$ cat src/rtl/if_stage_pkg.sv
// Shared widths, reset/bubble constants, FSM encoding and IF/ID payload for the fetch stage.
package if_stage_pkg;

    localparam int unsigned PC_W   = 16;
    localparam int unsigned INST_W = 16;
    localparam int unsigned CNT_W  = 16;

    localparam logic [PC_W-1:0]   PC_RESET_ADDR = 16'h0000;
    localparam logic [INST_W-1:0] IF_NOP_INST   = 16'h0800;

    typedef enum logic {
        IF_ST_RUN  = 1'b0,
        IF_ST_PEND = 1'b1
    } if_state_e;

    typedef struct packed {
        logic [PC_W-1:0]   pc;
        logic [PC_W-1:0]   npc;
        logic [INST_W-1:0] inst;
        logic              valid;
    } if_id_t;

    // Word-addressed increment, wraps 0xFFFF -> 0x0000.
    function automatic logic [PC_W-1:0] pc_inc(input logic [PC_W-1:0] a);
        return PC_W'(a + PC_W'(1));
    endfunction

endpackage

$ cat src/rtl/if_stage_id_reg.sv
// IF/ID pipeline register: load, hold, or bubble; synchronous active-low reset to a bubble.
module if_id_reg
    import if_stage_pkg::*;
#(
    parameter logic [INST_W-1:0] NOP_INST = IF_NOP_INST
) (
    input  logic              clk,
    input  logic              rst,
    input  logic              i_load,
    input  logic              i_bubble,
    input  logic [PC_W-1:0]   i_pc,
    input  logic [PC_W-1:0]   i_npc,
    input  logic [INST_W-1:0] i_inst,
    output logic [PC_W-1:0]   o_pc,
    output logic [PC_W-1:0]   o_npc,
    output logic [INST_W-1:0] o_inst,
    output logic              o_valid
);

    if_id_t r_q;
    if_id_t w_bubble_val;

    assign w_bubble_val = '{pc: '0, npc: '0, inst: NOP_INST, valid: 1'b0};

    // Bubble wins over load so a flush always kills the word in flight.
    always_ff @(posedge clk) begin
        if (!rst) begin
            r_q <= w_bubble_val;
        end else if (i_bubble) begin
            r_q <= w_bubble_val;
        end else if (i_load) begin
            r_q <= '{pc: i_pc, npc: i_npc, inst: i_inst, valid: 1'b1};
        end
    end

    assign o_pc    = r_q.pc;
    assign o_npc   = r_q.npc;
    assign o_inst  = r_q.inst;
    assign o_valid = r_q.valid;

endmodule

$ cat src/rtl/if_stage.sv
// Instruction-fetch stage: PC register, stall/redirect FSM and IF/ID register.
// Optional fetched-instruction counter enabled by defining IF_FETCH_CNT_EN.
module if_stage
    import if_stage_pkg::*;
#(
    parameter logic [PC_W-1:0]   PC_RESET = PC_RESET_ADDR,
    parameter logic [INST_W-1:0] NOP_INST = IF_NOP_INST
) (
    input  logic              clk,
    input  logic              rst,
    input  logic              stall,
    input  logic              flush,
    input  logic              br_taken,
    input  logic [PC_W-1:0]   br_target,
    output logic [PC_W-1:0]   pc,
    input  logic [INST_W-1:0] inst,
    output logic [PC_W-1:0]   id_pc,
    output logic [PC_W-1:0]   id_npc,
    output logic [INST_W-1:0] id_inst,
    output logic              id_valid,
    output logic [CNT_W-1:0]  fetch_cnt
);

    if_state_e         r_state;
    if_state_e         w_state_nxt;
    logic [PC_W-1:0]   r_pc;
    logic [PC_W-1:0]   w_pc_nxt;
    logic [PC_W-1:0]   r_pend_target;
    logic [PC_W-1:0]   w_pend_nxt;
    logic [PC_W-1:0]   w_pc_plus1;
    logic              w_load;
    logic              w_bubble;

    assign w_pc_plus1 = pc_inc(r_pc);

    // State, PC and pending redirect target.
    always_ff @(posedge clk) begin
        if (!rst) begin
            r_state       <= IF_ST_RUN;
            r_pc          <= PC_RESET;
            r_pend_target <= '0;
        end else begin
            r_state       <= w_state_nxt;
            r_pc          <= w_pc_nxt;
            r_pend_target <= w_pend_nxt;
        end
    end

    // Next-state and IF/ID control; a redirect seen during a stall is parked until release.
    always_comb begin
        w_state_nxt = r_state;
        w_pc_nxt    = r_pc;
        w_pend_nxt  = r_pend_target;
        w_load      = 1'b0;
        w_bubble    = 1'b0;
        unique case (r_state)
            IF_ST_RUN: begin
                if (br_taken && stall) begin
                    w_pend_nxt  = br_target;
                    w_state_nxt = IF_ST_PEND;
                    w_bubble    = flush;
                end else if (br_taken) begin
                    w_pc_nxt = br_target;
                    w_bubble = 1'b1;
                end else if (flush) begin
                    w_bubble = 1'b1;
                end else if (!stall) begin
                    w_load   = 1'b1;
                    w_pc_nxt = w_pc_plus1;
                end
            end
            IF_ST_PEND: begin
                if (stall) begin
                    if (br_taken) begin
                        w_pend_nxt = br_target;
                    end
                    w_bubble = flush;
                end else begin
                    w_pc_nxt    = br_taken ? br_target : r_pend_target;
                    w_bubble    = 1'b1;
                    w_state_nxt = IF_ST_RUN;
                end
            end
            default: begin
                w_state_nxt = IF_ST_RUN;
            end
        endcase
    end

    if_id_reg #(
        .NOP_INST (NOP_INST)
    ) u_if_id (
        .clk      (clk),
        .rst      (rst),
        .i_load   (w_load),
        .i_bubble (w_bubble),
        .i_pc     (r_pc),
        .i_npc    (w_pc_plus1),
        .i_inst   (inst),
        .o_pc     (id_pc),
        .o_npc    (id_npc),
        .o_inst   (id_inst),
        .o_valid  (id_valid)
    );

    assign pc = r_pc;

`ifdef IF_FETCH_CNT_EN
    logic [CNT_W-1:0] r_fetch_cnt;

    // Counts every real instruction loaded into IF/ID.
    always_ff @(posedge clk) begin
        if (!rst) begin
            r_fetch_cnt <= '0;
        end else if (w_load) begin
            r_fetch_cnt <= CNT_W'(r_fetch_cnt + CNT_W'(1));
        end
    end

    assign fetch_cnt = r_fetch_cnt;
`else
    assign fetch_cnt = '0;
`endif

endmodule

$ cat config.mk
export PLATFORM = sky130hd
export DESIGN_NAME = if_stage
export DESIGN_NICKNAME = d
export VERILOG_FILES = /design/src/rtl/if_stage_pkg.sv /design/src/rtl/if_stage_id_reg.sv /design/src/rtl/if_stage.sv
export SDC_FILE = /design/constraint.sdc
export NUM_CORES = 1
export LEC_CHECK = 0
export ABC_CLOCK_PERIOD_IN_PS = 2900
export BUFFER_PORTS_ARGS = -buffer_cell sky130_fd_sc_hd__buf_2
export CORE_MARGIN = 2
export CORE_UTILIZATION = 41
export DETAILED_ROUTE_END_ITERATION = 7
export PLACE_DENSITY_LB_ADDON = 0.05
export SYNTH_ARGS = -nofsm -noshare
export SYNTH_HDL_FRONTEND = slang
export SYNTH_HIERARCHICAL = 1
export SYNTH_SLANG_ARGS = --single-unit
$ cat constraint.sdc
create_clock -name clk -period 2.9 [get_ports clk]
set_input_delay 0.87 -clock clk [delete_from_list [all_inputs] [get_ports clk]]
set_output_delay 0.87 -clock clk [all_outputs]
set_load 0.01 [all_outputs]
Yosys cells after proc, flatten, opt, wreduce, memory -nomap -nowiden --
Cells that the tools add are included.
Word-level totals: bits of input ports 37, register bits 82, output and inout port bits 81
Cells by class: mux-type cells 23, bitwise gates (word level) 2, add/sub/neg operators 1, equal/unequal tests 6, reductions and logical operators 4
Operators with widths (number):
- two-way mux 16 bit | 8
- case mux 16 bit (2 select lines) | 2
- adder 16 x 1 -> 16 bit, second input constant | 1
- two-way mux 1 bit | 11
- inequality test 2 bit, second input constant | 4
- inequality test 3 bit, second input constant | 2
- case mux 1 bit (2 select lines) | 2
- AND reduction 4 bit | 1
- inverter 1 bit | 2
- AND reduction 2 bit | 1
- OR reduction 2 bit | 1
- logical AND 1 bit | 1

Logic depth before layout (Yosys ltp) --
Gate-level depths: netlist (run 1).
depth in word-level cells 6, mapped depth 10, depth with buffers taken out 6

Modules after synthesis --
The synthesis (run 1) kept the hierarchy.
By module, submodules not included:
- if_stage | instances 1, cells an instance 296, seq. area each 660.6 um^2, area an instance 2138.3 um^2
- if_id_reg | instances 1, cells an instance 159, seq. area each 980.9 um^2, area an instance 1741.7 um^2

Worst setup path after synthesis (run 1) --
Ideal clock, no wire load.
kind in2reg, from input br_taken, to register u_if_id.r_q (netlist bit u_if_id/o_pc[5]), setup time 0.117 ns, path slack 0.423 ns, stages 10, arrival time 2.360 ns, data required time 2.783 ns, path buffers 6, cells stage by stage buf_2 -> or2_1 -> clkbuf_1 -> buf_2 -> nor3_1 -> buf_6 -> buf_8 -> buf_8 -> mux2i_1 -> nor2_1
RTL lines:
- from (decl) | line if_stage.sv:13 | input logic br_taken,
- two-way mux 1 bit / logical AND 1 bit (equally long branches) | line if_stage.sv:62, if_stage.sv:58
- two-way mux 1 bit (*) | line if_stage.sv:58 | if (br_taken && stall) begin
- two-way mux 1 bit (*) | line if_stage.sv:56 | unique case (r_state)
- via w_load | line if_stage.sv:31 | logic w_load;
- to (signal assigned) | line if_stage_id_reg.sv:28 | r_q <= w_bubble_val;
- to (signal assigned) | line if_stage_id_reg.sv:30 | r_q <= w_bubble_val;
- to (signal assigned) | line if_stage_id_reg.sv:32 | r_q <= '{pc: i_pc, npc: i_npc, inst: i_inst, valid: 1'b1};
- to (decl) | line if_stage_id_reg.sv:20 | if_id_t r_q;
Mark *: on every way through the listed nets, which the timed path passes. The rest lies on a longest branch. A chain may end at the register's enable or synchronous reset.

Worst setup path in the final report (run 1) --
from register r_state, to register u_if_id.r_q (netlist bit u_if_id/o_inst[11])
On the way: word-level cells in the longest chain between the ends 3
RTL lines:
- from (decl) | line if_stage.sv:24 | if_state_e r_state;
- from (signal assigned) | line if_stage.sv:43 | r_state <= w_state_nxt;
- inverter 1 bit
- case mux 1 bit (2 select lines) (*) | line if_stage.sv:56
- via w_bubble | line if_stage.sv:32 | logic w_bubble;
- OR reduction 2 bit (no source line) (*)
Marks and branches as above.

==> impl_metrics.ini, run 1 <==
[clock_network]
cts_sinks = 82
cts_root_buf = clkbuf_8
cts_tree = built
postCtsHoldBufs = 0
cts_buffers = 9
h-tree-depth = 3
cts_buffer_depth = 2
clk_latency_ps = 350
cts_setup_buffers = 0
cts_resized = 0
clk_pin_slew_ps = 90

[synth]
synthCells = 455
synth-simple-area-share_pct = 21.2
synth_area_leaders = dfxtp_1 42%, mux2i_1 13%, nand2_1 6.8%, nor2_1 5.5%, buf_4 4.3%
synth_area_um2 = 3880
post_synth_fa_ha_maj_area_fraction_pct = 0.322
synthTopCellsByCount = 82 x dfxtp_1, 70 x nand2_1, 57 x nor2_1, 49 x mux2i_1, 27 x a21oi_1
synthArstFlopShare_pct = 0
synth.distinct_cells = 48
synth.most_common_cell = dfxtp_1
synth_compound_area_share_pct = 11.8
synth_top_family_by_area = simple AND/OR/NAND/NOR gates
synthFlopType = dfxtp_1
synthMuxAreaShare_pct = 12.6
synthDominantCellAreaShare_pct = 42.3
synth_xor_area_share_pct = 2.93
ys_ff_latch = 82
avgSynthCellArea_um2 = 8.53
ys_seq_area_share_pct = 42.3
ys_warn_count = 6
yosysTopAreaCell = dfxtp_1
synth_edf_count = 0

[setup_path]
cp.required_ps = 3150
start_kind = flop
crit_path_end_kind = flop
cp-endpoint = u_if_id/o_inst[11]
critPathKind = flop to flop
arrival_ps = 2520
r2r-end = u_if_id/o_inst[11]
crit_start = r_state
reg2reg_slack_ps = 630
critPathMaxFanout = 21
ff2ff_path_depth = 4
timing.rr.start = r_state

[floorplan]
rows = 35
die-area_um2 = 10300
die_h_um = 101
die_w_um = 101
start_util_pct = 42.2
ioPinCount = 118
core_um2 = 9200

[pwr]
powerDensity_nw_per_um2 = 535
ir_worst_vdd_mv = 0.239
p_leak_uw = 0.00191

[placed_design]
routabilityCongestion = 0.800
dp.final_hpwl_um = 6710
portBuffers = 101
placed_area_um2 = 4360

[layout]
seq_area_um2 = 1640
drive_gt1_share_pct = 24.9
post-route-util_pct = 50.1
multi_input_area_um2 = 1970
final_net_count = 576
fill_cells = 932
design_area_um2 = 4610
syn_to_final_growth_pct = 18.7
antenna_cells = 0

[detailed_routing]
drc = 0
drt_iter0_drc = 181
drt-wirelength-per-cell_um = 14.6
vias = 3285
drt.antenna.violating_nets = 0
viasPerCell = 5.02
dr.pass1.iters = 4
finalWirelength_um = 9540

[global_routing]
grt_max_degree = 51
grt_pass1_vias = 2952
track_usage_pct = 18.7
grt_pass1_wl_um = 15100
grt-ovfl-total = 0
antenna_found_initial = 0

[run]
drv_cap = 0

[sta]
rsz0062_at_grt = no
fin_skew_ps = 9.36
slew_viol_final = 0
final.setup.tns_ps = 0
setup-violations-final = 0
fmax_mhz = 441
period_needed_ps = 2270
relSlewSlack_pct = 47.3
worstMarginPinSlew_ps = 788
hold_viol = 0
final.period_utilization_pct = 78.3

[status]
outcome = completed

[min_path]
min-delay-path-class = flop to flop
[area by class of cell]
cell class	instances	area share, %
multi-input cells	331	42.7
flip-flops and latches	82	35.6
repair buffers	109	12.8
well taps	111	3.01
clock buffers	10	2.99
clock inverters	6	2.47
inverters	5	0.407
[per-layer routing]
layer / vias to the layer above / track usage [%] / wire length [um]
met2: 98 / 27.9 / 4070
met5: - / 0 / 0
li1: 1684 / - / -
met4: 0 / 5.93 / 78
met1: 1495 / 27.3 / 4920
met3: 8 / 3.31 / 473
[critical path, cell delays in order, from the launching register on]
cell and delay [ps]:
dfxtp_1 550, nor2_1 720, o21ai_0 150, nand2b_2 380, a211o_1 340
[power by group]
group          leakage, uW  total (uW)  internal (uW)  switching (uW)
sequential        0.000665        1200           1150            42.4
combinational      0.00112         245           99.4             145
clock             0.000119        1020            597             427
total              0.00191        2460           1850             615
[registers in the layout, summed over array words and instances, names as in the netlist]
| signal | cells |
|---|---|
| pc | 16 |
| r_state | 1 |
| r_pend_target | 16 |
| u_if_id/o_inst | 16 |
| u_if_id/o_npc | 16 |
| u_if_id/o_valid | 1 |
| u_if_id/o_pc | 16 |
[cells by family after synthesis]
| kind of cell | count (synthesis) |
|---|---|
| simple gates | 178 |
| flops | 82 |
| compound gates | 74 |
| buf+inv | 57 |
| mux | 49 |
| xor+xnor | 13 |
| fa+ha+maj | 1 |
| other cells | 1 |
[placed cells by master, fill, tap and decap left out, drive strengths merged, types with 3 or more instances in the layout]
master  count
or2         4
buf       109
a21oi      28
nand2      70
clkbuf     10
xnor2       6
and3        7
o22ai       5
o21ai      17
a32oi       3
mux2i      49
nand2b      7
xor2        7
conb       16
bufinv      3
o211ai      5
nand4       4
a31oi       5
nor4        8
inv         5
nor2       57
nand3      12
dfxtp      82
[worst min-delay path by stage]
| stage | startpoint | to | cells past startpoint |
|---|---|---|---|
| 2_1_floorplan | r_pend_target[3] | r_pend_target[3] | 2 |
| 3_3_place_gp | r_pend_target[2] | r_pend_target[2] | 2 |
| 3_5_place_dp | r_pend_target[3] | r_pend_target[3] | 2 |
| 4_1_cts | r_pend_target[3] | r_pend_target[3] | 2 |
| 5_1_grt | r_pend_target[5] | r_pend_target[5] | 2 |
| 6_report | r_pend_target[6] | r_pend_target[6] | 2 |
[stage by stage]
step,worst slack (ps),total power (uW),cells,hold WS (ps)
global placement,390,1460,638,437
global route,458,2570,654,481
finish,630,2460,654,453
CTS,614,2490,654,455
floorplan,423,1400,470,431
detailed placement,322,1470,638,444
Power figures use the tool's default switching activity.
==> run 2, diff against run 1 <==
--- a/config.mk
+++ b/config.mk
@@ -5,7 +5,8 @@
 export SDC_FILE = /design/constraint.sdc
 export NUM_CORES = 1
 export LEC_CHECK = 0
-export ABC_CLOCK_PERIOD_IN_PS = 2900
+export ABC_AREA = 1
+export ABC_CLOCK_PERIOD_IN_PS = 2000
 export BUFFER_PORTS_ARGS = -buffer_cell sky130_fd_sc_hd__buf_2
 export CORE_MARGIN = 2
 export CORE_UTILIZATION = 41
==> constraint.sdc (replaced) <==
create_clock -name clk -period 2 [get_ports clk]
set_input_delay 0.6 -clock clk [delete_from_list [all_inputs] [get_ports clk]]
set_output_delay 0.6 -clock clk [all_outputs]
set_load 0.01 [all_outputs]
==> run 2 against run 1 <==
Against the previous run: critical path depth shrank 3; largest power group unchanged; global-route usage is 0.32 points higher; non-clock buffer count is 3 higher; sequential cell count is the same; count of clock-buffer cells in the layout is the same; clock power up 36%; sequential share of layout area is 0.20 points lower; clock skew grew 6.1 ps; die area decreased by 0.28%; worst setup slack got worse by 320 ps; highest routed layer unchanged; power up 46%; synthesized area down 0.29%.
==> impl_metrics.ini, run 2 <==
[status]
outcome = completed

[setup_path]
cp_slowest_cell = dfxtp_1
ff2ff_path_depth = 8
arrival_ps = 1090
r2r-end = u_if_id/o_npc[10]
crit_path_end_kind = output port
cp.required_ps = 1400
crit_family = flip-flops
slowest_delay_ps = 530
worstPathBufferInverterCount = 1
timing.rr.start = pc[0]
critPathKind = flop to output port
start_kind = flop
reg2reg_slack_ps = 370
path_cells = buf_2
critPathMaxFanout = 7

[floorplan]
ioPinCount = 118
die-area_um2 = 10200
die_h_um = 101
die_w_um = 101
rows = 35
core_um2 = 9200
start_util_pct = 42.1

[layout]
antenna_cells = 0
fill_cells = 961
final_net_count = 647
design_area_um2 = 4630
syn_to_final_growth_pct = 19.8
mostFrequentLayoutCell = nand2_1
drive_gt1_share_pct = 28.8
mostFrequentLayoutCells = 149 x nand2_1, 101 x buf_2, 82 x dfxtp_1

[sta]
rsz0062_at_grt = no
slew_viol_final = 0
period_needed_ps = 1690
fin_skew_ps = 15.5
worstMarginPinSlew_ps = 516
final.setup.tns_ps = 0
relSlewSlack_pct = 65.6
hold_viol = 0
final.period_utilization_pct = 84.5
setup-violations-final = 0
fmax_mhz = 592

[clock_network]
clk_pin_slew_ps = 80
cts_root_buf = clkbuf_8
cts_tree = built
clk_latency_ps = 360
cts_resized = 0
postCtsHoldBufs = 0
h-tree-depth = 3
cts_buffers = 9
cts_setup_buffers = 0
cts_buffer_depth = 2
cts_sinks = 82

[pwr]
ir_worst_vdd_mv = 0.352
combinationalPowerShare_pct = 12.5
p_int_uw = 2610
netSwitchingPower_uw = 984
clock_power_share_pct = 38.7
powerDensity_nw_per_um2 = 776
swShare_pct = 27.4
p_seq_share_pct = 48.8
p_leak_uw = 0.00200
power_uw = 3590

[global_routing]
grt_max_degree = 50
track_usage_pct = 19.0
antenna_found_initial = 0
use_met2_pct = 28.7
grt_pass1_vias = 3071
grtUsageMet1_pct = 26.6
grt_use_met3_pct = 4.21
grt-ovfl-total = 0
grt_pass1_wl_um = 15300
grt-busiest-layer = met2

[detailed_routing]
drt.antenna.violating_nets = 0
dr.pass1.iters = 4
drt-wirelength-per-cell_um = 13.3
viasPerCell = 4.84
drc = 0
vias = 3510
drt_iter0_drc = 128
finalWirelength_um = 9640

[synth]
avgSynthCellArea_um2 = 7.57
ys_seq_area_share_pct = 42.4
synth_edf_count = 0
ys_warn_count = 6
synthMuxAreaShare_pct = 0
synthArstFlopShare_pct = 0
synthDominantCellAreaShare_pct = 42.4
synth_area_leaders = dfxtp_1 42%, nand2_1 14%, a21oi_1 8.2%, buf_4 3.9%, o21ai_0 3.4%
post_synth_fa_ha_maj_area_fraction_pct = 0.323
synthFlopType = dfxtp_1
synth_area_um2 = 3870
synthTopCellsByCount = 149 x nand2_1, 82 x dfxtp_1, 63 x a21oi_1, 31 x nor2_1, 28 x inv_1
ys_ff_latch = 82
synth-simple-area-share_pct = 24.7
synthCells = 511
synth.distinct_cells = 42
synth_xor_area_share_pct = 1.97
synth_compound_area_share_pct = 19.2
synth_top_family_by_area = simple AND/OR/NAND/NOR gates
yosysTopAreaCell = dfxtp_1
synth.most_common_cell = nand2_1

[placed_design]
dp.final_hpwl_um = 7030
portBuffers = 101
placed_area_um2 = 4400
routabilityCongestion = 0.830

[min_path]
min-delay-path-class = primary input to flop
hold_path_end = u_if_id/o_inst[11]
hold_depth = 3
min_from = inst[11]

[run]
drv_cap = 0
## run 2: changes by cell type in the layout (fill, tap and decap cells not counted), sizes merged, moves of 7 or more
cell	change
nand2	+97
a22o	+7
nor4	-8
inv	+32
nor2	-20
o21ai	+11
a21oi	+48
mux2i	-49
nand2b	-7
and3	-7
## run 2: final cells by class
class / count / area (um2) / area share [%]
Multi-Input combinational cell: 369 / 1860 / 40.0
Sequential cell: 82 / 1640 / 35.4
Timing Repair Buffer: 112 / 626 / 13.5
Inverter: 35 / 139 / 3.00
Tap cell: 111 / 139 / 3.00
Clock buffer: 10 / 138 / 2.97
Clock inverter: 6 / 95.1 / 2.05
## run 2: per-layer routing
metal,wire [um],vias to the layer above
met5,0,-
met4,139,0
met3,536,13
met2,4240,101
met1,4730,1575
li1,-,1821
## run 2: logic make-up after synthesis
kind of cell | Yosys count
AOI/OAI and AO/OA | 126
xor gates and xnor gates | 7
adders and majority gates | 1
buffers and inverters | 75
DFF | 82
other | 1
and+or+nand+nor | 219
## run 2: metrics by stage
stage	setup slack [ps]	utilization [%]	std cells	hold WS [ps]
after global routing	218	50.4	725	441
after CTS	295	50.4	725	439
after floorplan	339	-	526	445
final	309	50.4	725	454
after global placement	211	47.9	709	443
after detailed placement	195	47.9	709	451
## run 2: power groups by stage
stage / logic (uW) / registers, uW / clock network [uW]
2_1_floorplan: 299 / 1800 / 0
3_3_place_gp: 449 / 1790 / 0
3_5_place_dp: 452 / 1790 / 0
4_1_cts: 453 / 1750 / 1430
5_1_grt: 502 / 1760 / 1500
6_report: 450 / 1750 / 1390
## run 2: how the worst max path moves through the flow
| stage | start | end | slack, ps | depth (start not counted) |
|---|---|---|---|---|
| detailed placement | br_taken | u_if_id/o_pc[12] | 200 | 7 |
| floorplan | br_taken | u_if_id/o_inst[11] | 340 | 10 |
| finish | pc[2] | pc[2] | 310 | 1 |
| global route | pc[0] | u_if_id/o_npc[10] | 220 | 8 |
| global placement | br_taken | u_if_id/o_npc[6] | 210 | 7 |
| CTS | pc[2] | pc[2] | 300 | 1 |
==> run 3, diff against run 2 <==
--- a/config.mk
+++ b/config.mk
@@ -6,7 +6,7 @@
 export NUM_CORES = 1
 export LEC_CHECK = 0
 export ABC_AREA = 1
-export ABC_CLOCK_PERIOD_IN_PS = 2000
+export ABC_CLOCK_PERIOD_IN_PS = 1350
 export BUFFER_PORTS_ARGS = -buffer_cell sky130_fd_sc_hd__buf_2
 export CORE_MARGIN = 2
 export CORE_UTILIZATION = 41
==> constraint.sdc (replaced) <==
create_clock -name clk -period 1.35 [get_ports clk]
set_input_delay 0.405 -clock clk [delete_from_list [all_inputs] [get_ports clk]]
set_output_delay 0.405 -clock clk [all_outputs]
set_load 0.01 [all_outputs]
==> run 3 against run 2 <==
Against the previous run: clock skew decreased by 0.76 ps; count of clock-buffer cells in the layout is 1 higher; non-clock buffer count rose by 65; the flow now finishes with violations (negative setup slack); highest routed layer unchanged; largest cell class unchanged; sequential cell count did not move.
==> impl_metrics.ini, run 3 (synthesized netlist as in run 2, its figures left out) <==
[layout]
mostFrequentLayoutCells = 139 x nand2_1, 86 x buf_2, 65 x dfxtp_1
multi_input_area_um2 = 2030
design_area_um2 = 5580
post-route-util_pct = 60.7
drive_gt1_share_pct = 42.0
final_net_count = 712
fill_cells = 873
antenna_cells = 0
syn_to_final_growth_pct = 44.2
mostFrequentLayoutCell = nand2_1
seq_area_um2 = 1690

[global_routing]
grt-ovfl-total = 0
grt_use_met3_pct = 5.31
grt-busiest-layer = met2
grt_pass1_wl_um = 16600
grt_pass1_vias = 3431
use_met2_pct = 34.7
grtUsageMet1_pct = 26.8
track_usage_pct = 20.6
grt_max_degree = 49
antenna_found_initial = 0

[setup_path]
critPathMaxFanout = 4
arrival_ps = 960
cp.required_ps = 950
crit_path_end_kind = output port
reg2reg_slack_ps = 30
start_kind = flop
ff2ff_path_depth = 8
critPathKind = flop to output port
r2r-end = pc[10]
timing.rr.start = pc[0]

[pwr]
power_uw = 5540
p_leak_uw = 0.00246
ir_worst_vdd_mv = 0.536
powerDensity_nw_per_um2 = 993

[floorplan]
core_um2 = 9200
die-area_um2 = 10200
start_util_pct = 42.1
ioPinCount = 118
die_w_um = 101
rows = 35
die_h_um = 101

[status]
outcome = finished, violations left
violations = negative setup slack

[sta]
hold_viol = 0
fmax_mhz = 735
fin_skew_ps = 14.8
setup-violations-final = 4
setup_slack_ps = -11.3
slew_viol_final = 0
final.period_utilization_pct = 101
rsz0062_at_grt = yes
period_needed_ps = 1360

[clock_network]
cts_root_buf = clkbuf_8
clk_pin_slew_ps = 80
h-tree-depth = 3
cts_buffers = 9
cts_tree = built
postCtsHoldBufs = 0
cts_sinks = 82
cts_buffer_depth = 2
clk_latency_ps = 350

[detailed_routing]
finalWirelength_um = 11100
drc = 0
drt-wirelength-per-cell_um = 14.0
drt_iter0_drc = 155
drt.antenna.violating_nets = 0
vias = 3861
dr.pass1.iters = 4
viasPerCell = 4.89

[run]
drv_cap = 0

[placed_design]
dp.final_hpwl_um = 7540
routabilityCongestion = 0.825
placed_area_um2 = 4790
portBuffers = 101

[min_path]
min-delay-path-class = primary input to flop
min_from = inst[11]
hold_path_end = u_if_id/o_inst[11]
hold_depth = 3
[run 3: worst max-delay path: stages, from the launching register on]
cell     delay, ps
dfxtp_4        370
buf_6          120
buf_6          110
[run 3: layout make-up]
cell class / count / share of cell area, %
Clock buffer: 11 / 2.74
Clock inverter: 5 / 1.08
Inverter: 35 / 3.09
Multi-Input combinational cell: 369 / 36.4
Sequential cell: 82 / 30.2
Tap cell: 111 / 2.49
Timing Repair Buffer: 177 / 23.9
[run 3: worst max path at each step]
stage | startpoint | cells after the start | to | slack (ps)
after CTS | pc[1] | 2 | pc[1] | -40
final | pc[1] | 2 | pc[1] | -10
after global routing | pc[0] | 2 | pc[0] | -60
after floorplan | br_taken | 10 | u_if_id/o_inst[11] | 1
after global placement | br_taken | 7 | u_if_id/o_pc[1] | -120
after detailed placement | br_taken | 7 | u_if_id/o_npc[14] | -170
[run 3: per-layer routing]
metal	vias up	part of all wire (%)
met5	-	0
li1	1953	-
met3	5	5.5
met4	0	0.56
met1	1800	46
met2	103	48
[run 3: what timing repair did]
action,in CTS,in global routing
buffers inserted,12,8
pin swaps,2,19
gates cloned,0,4
gates resized for setup,48,51
endpoints found under the setup margin,66,65
[run 3: power breakdown]
group | switching (uW) | total (uW) | internal [uW]
Combinational | 544 | 1050 | 504
Clock | 931 | 1910 | 975
Sequential | 80.4 | 2590 | 2510
[run 3: per-stage QoR]
| stage | hold WS (ps) | setup slack [ps] | TNS, ps | instances |
|---|---|---|---|---|
| 6_report | 273 | -11.3 | -28.8 | 790 |
| 5_1_grt | 260 | -59.1 | -574 | 790 |
| 4_1_cts | 254 | -35.1 | -138 | 779 |
| 3_5_place_dp | 451 | -167 | -8010 | 755 |
| 3_3_place_gp | 445 | -118 | -5680 | 755 |
| 2_1_floorplan | 445 | 1.43 | 0 | 526 |
